File: config.mk
export PLATFORM = sky130hd
export DESIGN_NAME = prng_arbiter
export DESIGN_NICKNAME = d
export VERILOG_FILES = /design/src/rtl/tennis_rng_pkg.sv /design/src/rtl/rr_arbiter.sv /design/src/rtl/prng_arbiter.sv
export SDC_FILE = /design/constraint.sdc
export NUM_CORES = 1
export LEC_CHECK = 0
export ABC_AREA = 1
export CAP_MARGIN = 20
export CORE_MARGIN = 4
export CORE_UTILIZATION = 45
export CTS_BUF_LIST = sky130_fd_sc_hd__clkbuf_4 sky130_fd_sc_hd__clkbuf_8
export CTS_CLUSTER_SIZE = 20
export DETAILED_ROUTE_END_ITERATION = 8
export GPL_ROUTABILITY_DRIVEN = 1
export GPL_TIMING_DRIVEN = 1
export MAX_ROUTING_LAYER = met4
export PLACE_DENSITY = 0.77
export SETUP_SLACK_MARGIN = 0.1
export SYNTH_ARGS = -nofsm -noshare
export SYNTH_HDL_FRONTEND = slang
export SYNTH_SLANG_ARGS = --single-unit
File: constraint.sdc
create_clock -name clk -period 2.7 [get_ports clk]
set_input_delay 0.405 -clock clk [delete_from_list [all_inputs] [get_ports clk]]
set_output_delay 0.405 -clock clk [all_outputs]
set_load 0.01 [all_outputs]
File: src/rtl/tennis_rng_pkg.sv
// Shared types, constants and helpers for the PRNG arbiter.
package tennis_rng_pkg;

    typedef enum logic [1:0] {
        UNSEEDED = 2'd0,
        LOAD     = 2'd1,
        IDLE     = 2'd2,
        SAMPLE   = 2'd3
    } state_e;

    // An all-zero LFSR state never leaves zero, so this replaces a zero seed.
    localparam logic [15:0] FALLBACK_SEED = 16'hACE1;

    localparam int DEFAULT_MAX_TRIES = 8;

    // Smallest 2^k-1 that covers bound: smear the top set bit downwards.
    function automatic logic [7:0] bound_mask(input logic [7:0] bound);
        logic [7:0] m;
        m = bound | (bound >> 1);
        m = m | (m >> 2);
        m = m | (m >> 4);
        return m;
    endfunction

endpackage

File: src/rtl/rr_arbiter.sv
// Round-robin arbiter: grants the first request at or after a rotating pointer.
module rr_arbiter #(
    parameter int N = 4,
    localparam int IDX_W = $clog2(N)
) (
    input  logic             clk,
    input  logic             rst,
    input  logic [N-1:0]     req,
    input  logic             advance,
    input  logic [IDX_W-1:0] winner_idx,
    output logic [N-1:0]     grant
);

    logic [IDX_W-1:0] ptr_q;
    logic [IDX_W-1:0] ptr_d;
    logic [IDX_W:0]   scan_pos;
    logic [IDX_W-1:0] scan_idx;
    logic             found;

    // Move the pointer just past the requester that was served.
    always_comb begin
        ptr_d = ptr_q;
        if (advance) begin
            ptr_d = (winner_idx == IDX_W'(N - 1)) ? '0 : winner_idx + IDX_W'(1);
        end
    end

    // Scan from the pointer, wrapping, and one-hot the first set request.
    always_comb begin
        grant    = '0;
        found    = 1'b0;
        scan_pos = '0;
        scan_idx = '0;
        for (int k = 0; k < N; k++) begin
            scan_pos = {1'b0, ptr_q} + (IDX_W + 1)'(k);
            if (scan_pos >= (IDX_W + 1)'(N)) begin
                scan_pos = scan_pos - (IDX_W + 1)'(N);
            end
            scan_idx = scan_pos[IDX_W-1:0];
            if (!found && req[scan_idx]) begin
                grant[scan_idx] = 1'b1;
                found           = 1'b1;
            end
        end
    end

    // Pointer register with synchronous active-low reset.
    always_ff @(posedge clk) begin
        if (!rst) begin
            ptr_q <= '0;
        end else begin
            ptr_q <= ptr_d;
        end
    end

endmodule

File: src/rtl/prng_arbiter.sv
// Seeds a shared 16-bit LFSR once, then serves bounded random bytes to
// round-robin requesters using masked rejection sampling.
module prng_arbiter
    import tennis_rng_pkg::*;
#(
    parameter int N_REQ     = 4,
    parameter int MAX_TRIES = DEFAULT_MAX_TRIES
) (
    input  logic               clk,
    input  logic               rst,
    input  logic               seed_evt,
    input  logic [N_REQ-1:0]   req,
    input  logic [8*N_REQ-1:0] bound,
    output logic [N_REQ-1:0]   ack,
    output logic [7:0]         data,
    output logic               seeded,
    output logic               prng_load,
    output logic [15:0]        prng_seed,
    input  logic [15:0]        prng_out
);

    localparam int IDX_W = $clog2(N_REQ);
    localparam int TRY_W = $clog2(MAX_TRIES + 1);

    state_e           state_q, state_d;
    logic [N_REQ-1:0] ack_q, ack_d;
    logic [7:0]       data_q, data_d;
    logic             seeded_q, seeded_d;
    logic             load_q, load_d;
    logic [15:0]      seed_q, seed_d;
    logic [15:0]      ent_cnt_q, ent_cnt_d;
    logic [IDX_W-1:0] win_idx_q, win_idx_d;
    logic [7:0]       bound_lat_q, bound_lat_d;
    logic [TRY_W-1:0] try_cnt_q, try_cnt_d;

    logic [N_REQ-1:0] eligible;
    logic [N_REQ-1:0] grant;
    logic [IDX_W-1:0] grant_idx;
    logic [7:0]       grant_bound;
    logic             advance;
    logic [7:0]       sample_v;
    logic             in_range;
    logic             last_try;
    logic             prng_hi_unused;

    // Only the low byte of the PRNG is ever sampled.
    assign prng_hi_unused = ^prng_out[15:8];

    // A requester being acked this cycle sits out so it cannot win twice.
    assign eligible = req & ~ack_q;

    rr_arbiter #(.N(N_REQ)) u_rr (
        .clk        (clk),
        .rst        (rst),
        .req        (eligible),
        .advance    (advance),
        .winner_idx (win_idx_q),
        .grant      (grant)
    );

    // Encode the one-hot grant and pick out the winner's bound.
    always_comb begin
        grant_idx   = '0;
        grant_bound = '0;
        for (int i = 0; i < N_REQ; i++) begin
            if (grant[i]) begin
                grant_idx   = IDX_W'(i);
                grant_bound = bound[8*i +: 8];
            end
        end
    end

    // Masked sample of the current PRNG value and the accept/fallback tests.
    always_comb begin
        sample_v = prng_out[7:0] & bound_mask(bound_lat_q);
        in_range = (sample_v <= bound_lat_q);
        last_try = (try_cnt_q == TRY_W'(MAX_TRIES - 1));
    end

    // Next-state logic for the seeding and sampling FSM.
    always_comb begin
        state_d     = state_q;
        ack_d       = '0;
        data_d      = data_q;
        seeded_d    = seeded_q;
        load_d      = 1'b0;
        seed_d      = seed_q;
        ent_cnt_d   = ent_cnt_q + 16'd1;
        win_idx_d   = win_idx_q;
        bound_lat_d = bound_lat_q;
        try_cnt_d   = try_cnt_q;
        advance     = 1'b0;
        case (state_q)
            UNSEEDED: begin
                if (seed_evt) begin
                    seed_d  = (ent_cnt_q == 16'd0) ? FALLBACK_SEED : ent_cnt_q;
                    load_d  = 1'b1;
                    state_d = LOAD;
                end
            end
            LOAD: begin
                seeded_d = 1'b1;
                state_d  = IDLE;
            end
            IDLE: begin
                if (|grant) begin
                    win_idx_d   = grant_idx;
                    bound_lat_d = grant_bound;
                    try_cnt_d   = '0;
                    state_d     = SAMPLE;
                end
            end
            SAMPLE: begin
                if (in_range || last_try) begin
                    data_d  = in_range ? sample_v : sample_v - (bound_lat_q + 8'd1);
                    ack_d   = N_REQ'(1) << win_idx_q;
                    advance = 1'b1;
                    state_d = IDLE;
                end else begin
                    try_cnt_d = try_cnt_q + TRY_W'(1);
                end
            end
            default: state_d = UNSEEDED;
        endcase
    end

    // All FSM state and registered outputs, with synchronous active-low reset.
    always_ff @(posedge clk) begin
        if (!rst) begin
            state_q     <= UNSEEDED;
            ack_q       <= '0;
            data_q      <= '0;
            seeded_q    <= 1'b0;
            load_q      <= 1'b0;
            seed_q      <= '0;
            ent_cnt_q   <= '0;
            win_idx_q   <= '0;
            bound_lat_q <= '0;
            try_cnt_q   <= '0;
        end else begin
            state_q     <= state_d;
            ack_q       <= ack_d;
            data_q      <= data_d;
            seeded_q    <= seeded_d;
            load_q      <= load_d;
            seed_q      <= seed_d;
            ent_cnt_q   <= ent_cnt_d;
            win_idx_q   <= win_idx_d;
            bound_lat_q <= bound_lat_d;
            try_cnt_q   <= try_cnt_d;
        end
    end

    assign ack       = ack_q;
    assign data      = data_q;
    assign seeded    = seeded_q;
    assign prng_load = load_q;
    assign prng_seed = seed_q;

endmodule

==> results.md, run 1 <==
- Die area: ~9900 sq um
- CTS tree: done
- FMAX: 0.376 GHz
- Met1 usage: 0.263
- FFs w/ async S/R, synth: 0
- Worst Setup End Kind: flip-flop
- Leakage: 2.36 nW
- Detailed Routing Iterations Pass 1: 4
- CP endpoint: data[1]
- Std cell rows: 33
- CP startpoint: bound_lat_q[6]
- Area occupied by multi-input gates: 2350 sq um
- I/O Pins: 85
- Final Hold Fails: 0
- CP max stage delay: 340 ps
- Via count: between 3k and 4k
- Period utilization: 0.984
- Largest net degree at the start of global routing: 26
- RSZ-0062 raised after global routing: true
- Synth Flop Type: dfxtp_1
- Total Power: 4.02 mW
- CP required: 2940 ps
- Most used cell, CP: buf_4
- Ant diodes: 0
- Die Wd: 99.6 um
- First-pass GRT wire length: between 15000 and 20000 um
- Layout Utilization: 0.650
- Post-synthesis sequential area ratio: 0.339
- Peak supply drop: a little under 0.0005 V
- Crit-path slowest cell: dfxtp_2
- Min-delay worst type: flip-flop to flip-flop
- Vias in the first global route: ~4k
- Synth Register Bits: between 60 and 70
- Pwr/cell area: 758 nW/um^2
- Placed Instance Area: around 4800 sq um
- Layout cells sized above 1: 0.203
- Clk Latency, worst-skew pair: 350 ps
- Fin. max-slew vios: 0
- Setup_tns: 0 ps
- Num CTS Buffers: 9
- Drt wl/cell: about 14 um
- Final WL: about 11000 um
- Initial DRC Count: 150
- Fin crit period: 2660 ps
- Synthesis Warnings: 0
- Syn-to-layout area delta: 40.7%
- H-tree Lvls: 3
- R2R Path End: data[1]
- Final Cell Area: between 5000 and 6000 sq um
- Placer Congestion: slightly below 0.9
- Vias per cell: between 5 and 6
- Final setup vio count: 0
- Seq. cell area: approximately 1300 sq um
- R2r startpoint: bound_lat_q[6]
- Largest fanout on the critical path: 3
- Buf+Inv Stages, Crit Path: 7
- R2r setup slk: roughly 42 ps
- GRT Overall Usage: 0.222
- Nets: slightly above 700
- Max_cap viols: 0
- GR Util met2: 0.368
- Max transition margin: 0.612
- Aggregate global routing overflow: 0
- Kind of start point of the critical path: flip-flop
- Number of synthesized flops with an enable pin: 0
- Starting Density: 0.462
- Antenna violations before repair: 0
- Post-DP HPWL: 7610 um
- Clock Tree Buf Depth: 2
- Cell Chain, Critical Path: nor2_4 -> nand4_1 -> nor2_1 -> inv_1 -> nor2_2 -> nor2_2 -> ha_4 -> inv_4 -> nor2_2 -> o21ai_1 -> nand2_1 -> nand2_1 -> o211ai_1 -> buf_4 -> buf_4 -> buf_4 -> buf_4 -> buf_4 -> nand3_2 -> a31oi_1
- GRT busiest layer: met2
- Netlist cell types: between 40 and 50
- Cell Count, Final, Fillers Out: about 760
- Clk_skew: between 6 and 7 ps
- Post-placement cell count: around 730
- Grt met3 use: 0.0470
- Status: completed
- Cell area after synthesis: between 3000 and 4000 sq um
- Kind of cell adding the most delay to the critical path: simple AND/OR/NAND/NOR gates
- CTS sink cnt: 64
- Type of the worst setup path: flip-flop to flip-flop
- Root buf cell: clkbuf_8
- FF-to-FF path depth: 20
- Avg Inst Size Synth: between 7 and 8 sq um
- Syn Inst Count: between 500 and 600
- CP arrival: roughly 2900 ps
- Filler cells: approximately 700
- Stages on the worst setup path: 20
- Residual DRC: 0
- Synth Net Count: ~620
- Port bufs: 76
- Antenna Nets Post-Route: 0
- Core Box Area: slightly above 8000 sq um
- Clk slew on worst S/H paths: approximately 70 ps
- Worst-Margin Slew: roughly 580 ps
- DIE HEIGHT: 99.6 um
==> worst min-delay path by stage <==
stage | from | endpoint | slack, ps | depth (start not counted)
after floorplan | ent_cnt_q[0] | ent_cnt_q[0] | 430 | 1
after global placement | ent_cnt_q[0] | ent_cnt_q[0] | 450 | 1
after detailed placement | ent_cnt_q[0] | ent_cnt_q[0] | 460 | 1
after CTS | ent_cnt_q[0] | ent_cnt_q[0] | 470 | 1
after global routing | ent_cnt_q[0] | ent_cnt_q[0] | 500 | 1
final | ent_cnt_q[0] | ent_cnt_q[0] | 470 | 1
==> registers in the layout, indices dropped and copies added, names as in the netlist <==
name	flops
ent_cnt_q	16
prng_seed	16
bound_lat_q	8
data	8
ack	4
try_cnt_q	4
state_q	2
u_rr.ptr_q	2
win_idx_q	2
prng_load	1
seeded	1
==> report_power, final <==
part	switching (mW)	internal, mW
sequential	0.0529	1.01
clock	0.396	0.643
combinational	1.03	0.892
total	1.48	2.55
==> worst reg2reg max path: stages, from the launching register on <==
cell and delay, ps:
dfxtp_2 340, nor2_4 110, nand4_1 150, nor2_1 150, inv_1 90, nor2_2 110
nor2_2 70, ha_4 220, inv_4 60, nor2_2 40, o21ai_1 140, nand2_1 110
nand2_1 80, o211ai_1 120, buf_4 170, buf_4 120, buf_4 110, buf_4 120
buf_4 120, nand3_2 50, a31oi_1 60
==> layer usage <==
metal | share of wire | routed length (um)
met1 | 0.43 | 4560
met2 | 0.50 | 5380
met3 | 0.040 | 426
met4 | 0.027 | 288
met5 | 0 | 0
==> metrics by stage <==
| step | hold slack, ps | setup slack [ps] |
|---|---|---|
| final | 474 | 42.0 |
| after global routing | 498 | -161 |
| after CTS | 474 | 40.1 |
| after detailed placement | 456 | -85.8 |
| after global placement | 451 | -4.55 |
| after floorplan | 430 | 185 |
==> Yosys cell counts, drive strengths merged, types with 4 or more instances <==
| cell | instances | share of area |
|---|---|---|
| a31oi | 8 | 0.013 |
| buf | 7 | 0.012 |
| nor3 | 11 | 0.015 |
| nor2 | 52 | 0.060 |
| a211oi | 4 | 0.0080 |
| nand3 | 68 | 0.11 |
| inv | 67 | 0.067 |
| dfxtp | 64 | 0.34 |
| ha | 20 | 0.066 |
| xor2 | 5 | 0.012 |
| a21oi | 39 | 0.053 |
| nand4 | 6 | 0.0099 |
| o21ai | 37 | 0.050 |
| clkbuf | 7 | 0.0070 |
| nand2 | 118 | 0.13 |
| or2 | 7 | 0.012 |
==> final cells by class <==
type,instances,share of cell area
well taps,105,0.0247
flip-flops and latches,64,0.242
clock inverters,6,0.0217
repair buffers,109,0.192
multi-input cells,392,0.443
clock buffers,10,0.0259
inverters,70,0.0507
==> cell families (layout without fill, tap and decap cells) <==
logic type                 after synthesis  count (layout)  share of synthesized area
xor gates and xnor gates                 6               6                     0.0139
and+or+nand+nor                        267             268                      0.343
DFF                                     64              64                      0.339
AOI/OAI and AO/OA                       97              97                      0.142
buffers and inverters                   84             195                     0.0895
adders and majority gates               21              21                     0.0716
==> cells in the final DEF (no fill, tap or decap), types with 3 or more instances in the layout <==
| master | Yosys | final |
|---|---|---|
| inv_2 | 4 | 6 |
| nand3_1 | 57 | 55 |
| ha_1 | 20 | 17 |
| o21ai_0 | 35 | 24 |
| or2_2 | 6 | 5 |
| nand2_4 | 3 | 4 |
| bufinv_16 | 0 | 3 |
| a21oi_1 | 38 | 35 |
| o21ai_2 | 1 | 7 |
| nor2_2 | 3 | 8 |
| nor2_4 | 3 | 4 |
| o21ai_1 | 1 | 6 |
| a21boi_0 | 3 | 3 |
| nand2_2 | 5 | 13 |
| nor3_2 | 0 | 3 |
| clkdlybuf4s50_1 | 0 | 76 |
| clkbuf_8 | 0 | 10 |
| nor4_1 | 3 | 3 |
| nor2_1 | 46 | 41 |
| nand2_1 | 110 | 101 |
| ha_4 | 0 | 3 |
| buf_4 | 0 | 30 |
| a21oi_2 | 1 | 3 |
| dfxtp_1 | 64 | 62 |
| nand4_1 | 6 | 6 |
| nand3_2 | 9 | 11 |
| nor3_1 | 11 | 6 |
| inv_1 | 62 | 59 |
| buf_6 | 2 | 3 |
| a31oi_1 | 8 | 8 |
| xor2_1 | 5 | 5 |
==> what timing repair did <==
action,4_1_cts,5_1_grt
hold buffers,0,0
setup endpoints to repair,19,29
cloned,1,1
pin swaps,9,19
resized for setup,21,43
buffers inserted,9,2
Power figures use the tool's default switching activity.
==> inputs of run 2 (changes only) <==
--- a/config.mk
+++ b/config.mk
@@ -8,14 +8,14 @@
 export ABC_AREA = 1
 export CAP_MARGIN = 20
 export CORE_MARGIN = 4
-export CORE_UTILIZATION = 45
+export CORE_UTILIZATION = 52
 export CTS_BUF_LIST = sky130_fd_sc_hd__clkbuf_4 sky130_fd_sc_hd__clkbuf_8
 export CTS_CLUSTER_SIZE = 20
 export DETAILED_ROUTE_END_ITERATION = 8
 export GPL_ROUTABILITY_DRIVEN = 1
 export GPL_TIMING_DRIVEN = 1
 export MAX_ROUTING_LAYER = met4
-export PLACE_DENSITY = 0.77
+export PLACE_DENSITY = 0.86
 export SETUP_SLACK_MARGIN = 0.1
 export SYNTH_ARGS = -nofsm -noshare
 export SYNTH_HDL_FRONTEND = slang
==> run 2 against run 1 <==
  * The flow now finishes with violations (setup timing)
  * Largest power group unchanged
  * Clock power down 22%
  * Sequential power hardly changed
  * Cell count shrank 1.5%
  * Worst hold slack got worse by 5.1 ps
  * Sequential share of layout area grew 0.50 points
  * Global-route usage rose by 2.0 points
  * Total power is 7.4% lower
  * Critical path depth shrank 1
  * Clock-buffer cell count shrank 1
==> results.md, run 2 (synthesized netlist as in run 1, its figures left out) <==
- Status: finished, violations left
- Failing checks: setup timing
- H-tree Lvls: 3 (unchanged)
- Min-delay worst type: flip-flop to flip-flop
- Final Cell Area: 5200 sq um (-2.0%)
- Antenna violations before repair: 0 (unchanged)
- Worst Setup End Kind: flip-flop
- Aggregate global routing overflow: 0 (unchanged)
- Via count: 4079 (+2.8%)
- Ant diodes: 0 (unchanged)
- Fin worst setup slack: -102 ps (-144 ps)
- Die area: 8690 sq um (-12%)
- Placed Instance Area: 4750 sq um (about the same)
- Num CTS Buffers: 9 (unchanged)
- Port bufs: 76 (unchanged)
- R2R Path End: data[0]
- Crit-path slowest cell: dfxtp_2
- First-pass GRT wire length: 16600 um (-6.4%)
- Total Power: 3.72 mW (-7.4%)
- Final setup vio count: 12 (+12)
- I/O Pins: 85 (unchanged)
- Max transition margin: 0.672 (+0.0594)
- Period utilization: 1.04 (+0.0535)
- Post-placement cell count: 719 (-1.1%)
- Clock Tree Buf Depth: 2 (unchanged)
- CP max stage delay: 340 ps (about the same)
- Fin crit period: 2800 ps (+144 ps)
- R2r startpoint: bound_lat_q[7]
- Layout cells sized above 1: 0.196 (-0.00708)
- Std cell rows: 30 (-9.1%)
- Hold_buf cts: 0 (unchanged)
- Minimum hold slack: 469 ps (-5.06 ps)
- Nets: 721 (-0.14%)
- Fin. max-slew vios: 0 (unchanged)
- Commonest cells after routing, fill and taps aside: 100 x nand2_1, 76 x clkdlybuf4s50_1, 62 x dfxtp_1, 57 x nand3_1, 55 x inv_1
- Drt wl/cell: 15.1 um (+7.1%)
- Root buf cell: clkbuf_8
- Hold wc startpoint: ent_cnt_q[0]
- CP arrival: 3040 ps (+140 ps)
- DIE HEIGHT: 93.2 um (-6.4%)
- Clk slew on worst S/H paths: 70 ps (about the same)
- Setup_tns: -570 ps (-570 ps)
- Detailed Routing Iterations Pass 1: 5 (+1)
- Starting Density: 0.547 (+0.0848)
- Pre-CTS setup slack: -94.2 ps (-8.45 ps)
- Placer Congestion: 0.895 (+1.5%)
- Clk_skew: 8.97 ps (+2.48 ps)
- Hold path cells: 1 (unchanged)
- Largest fanout on the critical path: 5 (+2)
- FMAX: 0.357 GHz (-5.2%)
- Post-DP HPWL: 7530 um (-1.0%)
- Kind of start point of the critical path: flip-flop
- Antenna Nets Post-Route: 0 (unchanged)
- CTS sink cnt: 64 (unchanged)
- Vias in the first global route: 3679 (-6.7%)
- Initial DRC Count: 287 (+91%)
- Worst-Margin Slew: 488 ps (-88.2 ps)
- Cell Chain, Critical Path: nor2_4 -> nand4_1 -> nor2_1 -> inv_2 -> nor2_4 -> nor2_4 -> ha_4 -> inv_4 -> nor2_2 -> o21ai_1 -> nand2_1 -> nand2_1 -> o211ai_1 -> o211ai_1 -> nand2_1 -> inv_2 -> buf_6 -> o21ai_1 -> nor2_1
- Die Wd: 93.2 um (-6.4%)
- CTS tree: done
- Vias per cell: 5.48 (+4.4%)
- Peak supply drop: 0.000568 V (+16%)
- Final Hold Fails: 0 (unchanged)
- Layout Utilization: 0.753 (+0.104)
- CP required: 2930 ps (about the same)
- FF-to-FF path depth: 19 (-5.0%)
- Largest net degree at the start of global routing: 32 (+23%)
- RSZ-0062 raised after global routing: true
- GRT Overall Usage: 0.242 (+0.0199)
- Most common cell after layout, fill and taps aside: nand2_1
- Cell Count, Final, Fillers Out: 745 (-1.5%)
- Final WL: 11200 um (+5.6%)
- Pwr/cell area: 716 nW/um^2 (-5.5%)
- Leakage: 2.29 nW (-2.9%)
- Core Box Area: 6910 sq um (-16%)
- Residual DRC: 0 (unchanged)
- Worst hold endpoint: ent_cnt_q[0]
- Max_cap viols: 0 (unchanged)
- Syn-to-layout area delta: 37.8%
- Type of the worst setup path: flip-flop to flip-flop
- Clk Latency, worst-skew pair: 350 ps (about the same)
- R2r setup slk: -100 ps (-140 ps)
[run 2: cell count changes in the layout (fill, tap and decap cells not counted), moves of 3 or more]
cell	previous run	this run
clkinv_2	1	4
inv_1	59	55
inv_2	6	10
nor2_4	4	7
o21ai_0	24	29
o21ai_2	7	1
[run 2: how the worst max path moves through the flow]
stage,end,slack (ps),start
6_report,data[0],-100,bound_lat_q[7]
5_1_grt,data[0],-240,bound_lat_q[5]
4_1_cts,data[7],110,bound_lat_q[6]
3_5_place_dp,data[7],-90,prng_out[5]
3_3_place_gp,data[1],30,prng_out[1]
2_1_floorplan,data[1],180,bound_lat_q[7]
[run 2: power by group]
| group | total, mW | internal [mW] | switching [mW] |
|---|---|---|---|
| combinational | 1.84 | 0.821 | 1.02 |
| sequential | 1.07 | 1.01 | 0.0584 |
| clock | 0.808 | 0.417 | 0.390 |
[run 2: area by class of cell]
cell class / count / area [sq um]
Sequential cell: 64 / 1280
Clock buffer: 9 / 124
Clock inverter: 6 / 61.3
Inverter: 70 / 269
Multi-Input combinational cell: 391 / 2320
Fill cell: 500 / 1700
Timing Repair Buffer: 109 / 1020
Tap cell: 96 / 120
[run 2: routing by layer]
| metal | global-route usage | vias to the layer above | routed length (um) |
|---|---|---|---|
| met2 | 0.404 | 161 | 5630 |
| met5 | - | - | 0 |
| met1 | 0.299 | 1882 | 4600 |
| li1 | - | 1993 | - |
| met4 | 0.0818 | 0 | 381 |
| met3 | 0.0370 | 43 | 625 |
[run 2: what timing repair did]
item                                   in CTS  in global routing
endpoints found under the hold margin       0                  0
cloned                                      0                  1
resized for setup                           7                 52
setup endpoints to repair                  18                 29
pin swaps                                   5                 16
buffers inserted                            2                  8
[run 2: critical path, delay by kind of cell (launching register included)]
| kind | cells | cell delay, ps |
|---|---|---|
| buf+inv | 4 | 360 |
| simple gates | 10 | 1140 |
| flops | 1 | 340 |
| fa+ha+maj | 1 | 270 |
| compound gates | 4 | 580 |
==> inputs of run 3 (changes only) <==
--- a/config.mk
+++ b/config.mk
@@ -17,6 +17,8 @@
 export MAX_ROUTING_LAYER = met4
 export PLACE_DENSITY = 0.86
 export SETUP_SLACK_MARGIN = 0.1
+export SKIP_CTS_REPAIR_TIMING = 1
+export SKIP_LAST_GASP = 1
 export SYNTH_ARGS = -nofsm -noshare
 export SYNTH_HDL_FRONTEND = slang
 export SYNTH_SLANG_ARGS = --single-unit
==> run 3 against run 2 <==
  * The flow still finishes with violations (setup timing)
  * Register-to-register slack improved by 80 ps
  * Sequential cell count did not move
  * Clock power fell by 1%
  * Core utilization fell by 1.7 points
  * Via count fell by 4.1%
  * Clock skew rose by 0.81 ps
  * Wire length fell by 9.3%
  * Largest cell class unchanged
==> results.md, run 3 (synthesized netlist as in run 1, its figures left out) <==
- Min-delay worst type: flip-flop to flip-flop
- Die area: 8690 sq um (unchanged)
- Final Hold Fails: 0 (unchanged)
- FF-to-FF path depth: 19 (unchanged)
- Clk_skew: 9.78 ps (+0.811 ps)
- Type of the worst setup path: flip-flop to flip-flop
- Status: finished, violations left
- Fin. max-slew vios: 0 (unchanged)
- First-pass GRT wire length: 16400 um (-0.83%)
- Cell Count, Final, Fillers Out: 742 (-0.40%)
- Post-placement cell count: 719 (unchanged)
- Port bufs: 76 (unchanged)
- Root buf cell: clkbuf_8
- Placed Instance Area: 4750 sq um (unchanged)
- Placer Congestion: 0.895 (unchanged)
- Pwr/cell area: 698 nW/um^2 (-2.5%)
- Most common cell after layout, fill and taps aside: nand2_1
- Layout cells sized above 1: 0.166 (-0.0301)
- Worst Setup End Kind: flip-flop
- Final setup vio count: 3 (-9)
- Syn-to-layout area delta: 34.7%
- Clk Latency, worst-skew pair: 350 ps (about the same)
- Largest fanout on the critical path: 10 (+5)
- Fin crit period: 2720 ps (-79.8 ps)
- Ant diodes: 0 (unchanged)
- Drt wl/cell: 13.7 um (-8.9%)
- Failing checks: setup timing
- Vias per cell: 5.27 (-3.7%)
- Fin worst setup slack: -22.6 ps (+79.8 ps)
- Aggregate global routing overflow: 0 (unchanged)
- Final WL: 10200 um (-9.3%)
- H-tree Lvls: 3 (unchanged)
- Clock Tree Buf Depth: 2 (unchanged)
- Largest net degree at the start of global routing: 32 (unchanged)
- Post-DP HPWL: 7530 um (unchanged)
- Residual DRC: 0 (unchanged)
- Worst-Margin Slew: 494 ps (+6.63 ps)
- CTS sink cnt: 64 (unchanged)
- Vias in the first global route: 3670 (-0.24%)
- Detailed Routing Iterations Pass 1: 5 (unchanged)
- CTS tree: done
- Final Cell Area: 5080 sq um (-2.3%)
- Layout Utilization: 0.736 (-0.0172)
- Max transition margin: 0.667 (-0.00446)
- FMAX: 0.367 GHz (+2.9%)
- Hold path cells: 1 (unchanged)
- Via count: 3911 (-4.1%)
- Die Wd: 93.2 um (unchanged)
- Core Box Area: 6910 sq um (unchanged)
- Clk slew on worst S/H paths: 70 ps (about the same)
- Period utilization: 1.01 (-0.0295)
- Max_cap viols: 0 (unchanged)
- Leakage: 2.28 nW (-0.30%)
- Commonest cells after routing, fill and taps aside: 106 x nand2_1, 76 x clkdlybuf4s50_1, 61 x dfxtp_1, 59 x inv_1, 57 x nand3_1
- GRT Overall Usage: 0.240 (-0.00192)
- Initial DRC Count: 254 (-11%)
- I/O Pins: 85 (unchanged)
- CP required: 2980 ps (+50 ps)
- Starting Density: 0.547 (unchanged)
- Nets: 718 (-0.42%)
- DIE HEIGHT: 93.2 um (unchanged)
- Antenna Nets Post-Route: 0 (unchanged)
- RSZ-0062 raised after global routing: true
- Std cell rows: 30 (unchanged)
- Peak supply drop: 0.000623 V (+9.8%)
- Num CTS Buffers: 9 (unchanged)
- Pre-CTS setup slack: -94.2 ps (unchanged)
- CP arrival: 3000 ps (-40 ps)
- Kind of start point of the critical path: flip-flop
- Antenna violations before repair: 0 (unchanged)
## run 3: cell types whose count changed in the layout (fill, tap and decap cells not counted), sizes merged
| cell | before | now |
|---|---|---|
| buf | 33 | 30 |
## run 3: layout make-up
| cell class | instances | area, sq um |
|---|---|---|
| inverter | 70 | 267 |
| sequential | 64 | 1280 |
| tap | 96 | 120 |
| clock buffer | 9 | 124 |
| timing repair buffer | 106 | 990 |
| clock inverter | 6 | 61.3 |
| multi-input combinational | 391 | 2240 |
| fill | 523 | 1820 |
## run 3: layer usage
layer  part of all wire  vias up  GRT usage
met5                  0        -          -
met4              0.017        0     0.0842
met3              0.044       21     0.0378
met2               0.50      102      0.398
met1               0.44     1811      0.298
li1                   -     1977          -
## run 3: path summary, 6_finish.rpt
kind | start | endpoint | slack (ps)
worst min register to register | ent_cnt_q[0] | ent_cnt_q[0] | 470
worst max register to register | bound_lat_q[6] | data[7] | -20
worst max-delay path | bound_lat_q[6] | data[7] | -20
worst min-delay path | ent_cnt_q[0] | ent_cnt_q[0] | 470
## run 3: through the flow
step	power (mW)	TNS (ps)	hold slack, ps
global placement	2.51	0	446
CTS	3.33	-332	473
detailed placement	2.55	-745	456
finish	3.55	-48.1	470
floorplan	2.01	0	430
global route	3.78	-2340	484
## run 3: power breakdown
group / internal [mW] / switching, mW / leakage, nW
combinational: 0.759 / 0.923 / 1.66
clock: 0.417 / 0.379 / 0.0948
sequential: 1.01 / 0.0545 / 0.522
## run 3: critical path, cell delays in order, from the launching register on
cell and delay (ps):
dfxtp_2 340, nor2_4 120, nand4_1 120, nor2_1 110
inv_1 70, nor2_2 150, nor2_2 50, ha_1 310
inv_2 70, nor2_1 40, o21ai_1 130, nand2_1 90
nand2_1 60, o211ai_1 150, o211ai_1 190, nand2_1 170
inv_2 120, buf_6 130, o21ai_0 90, a21oi_1 130
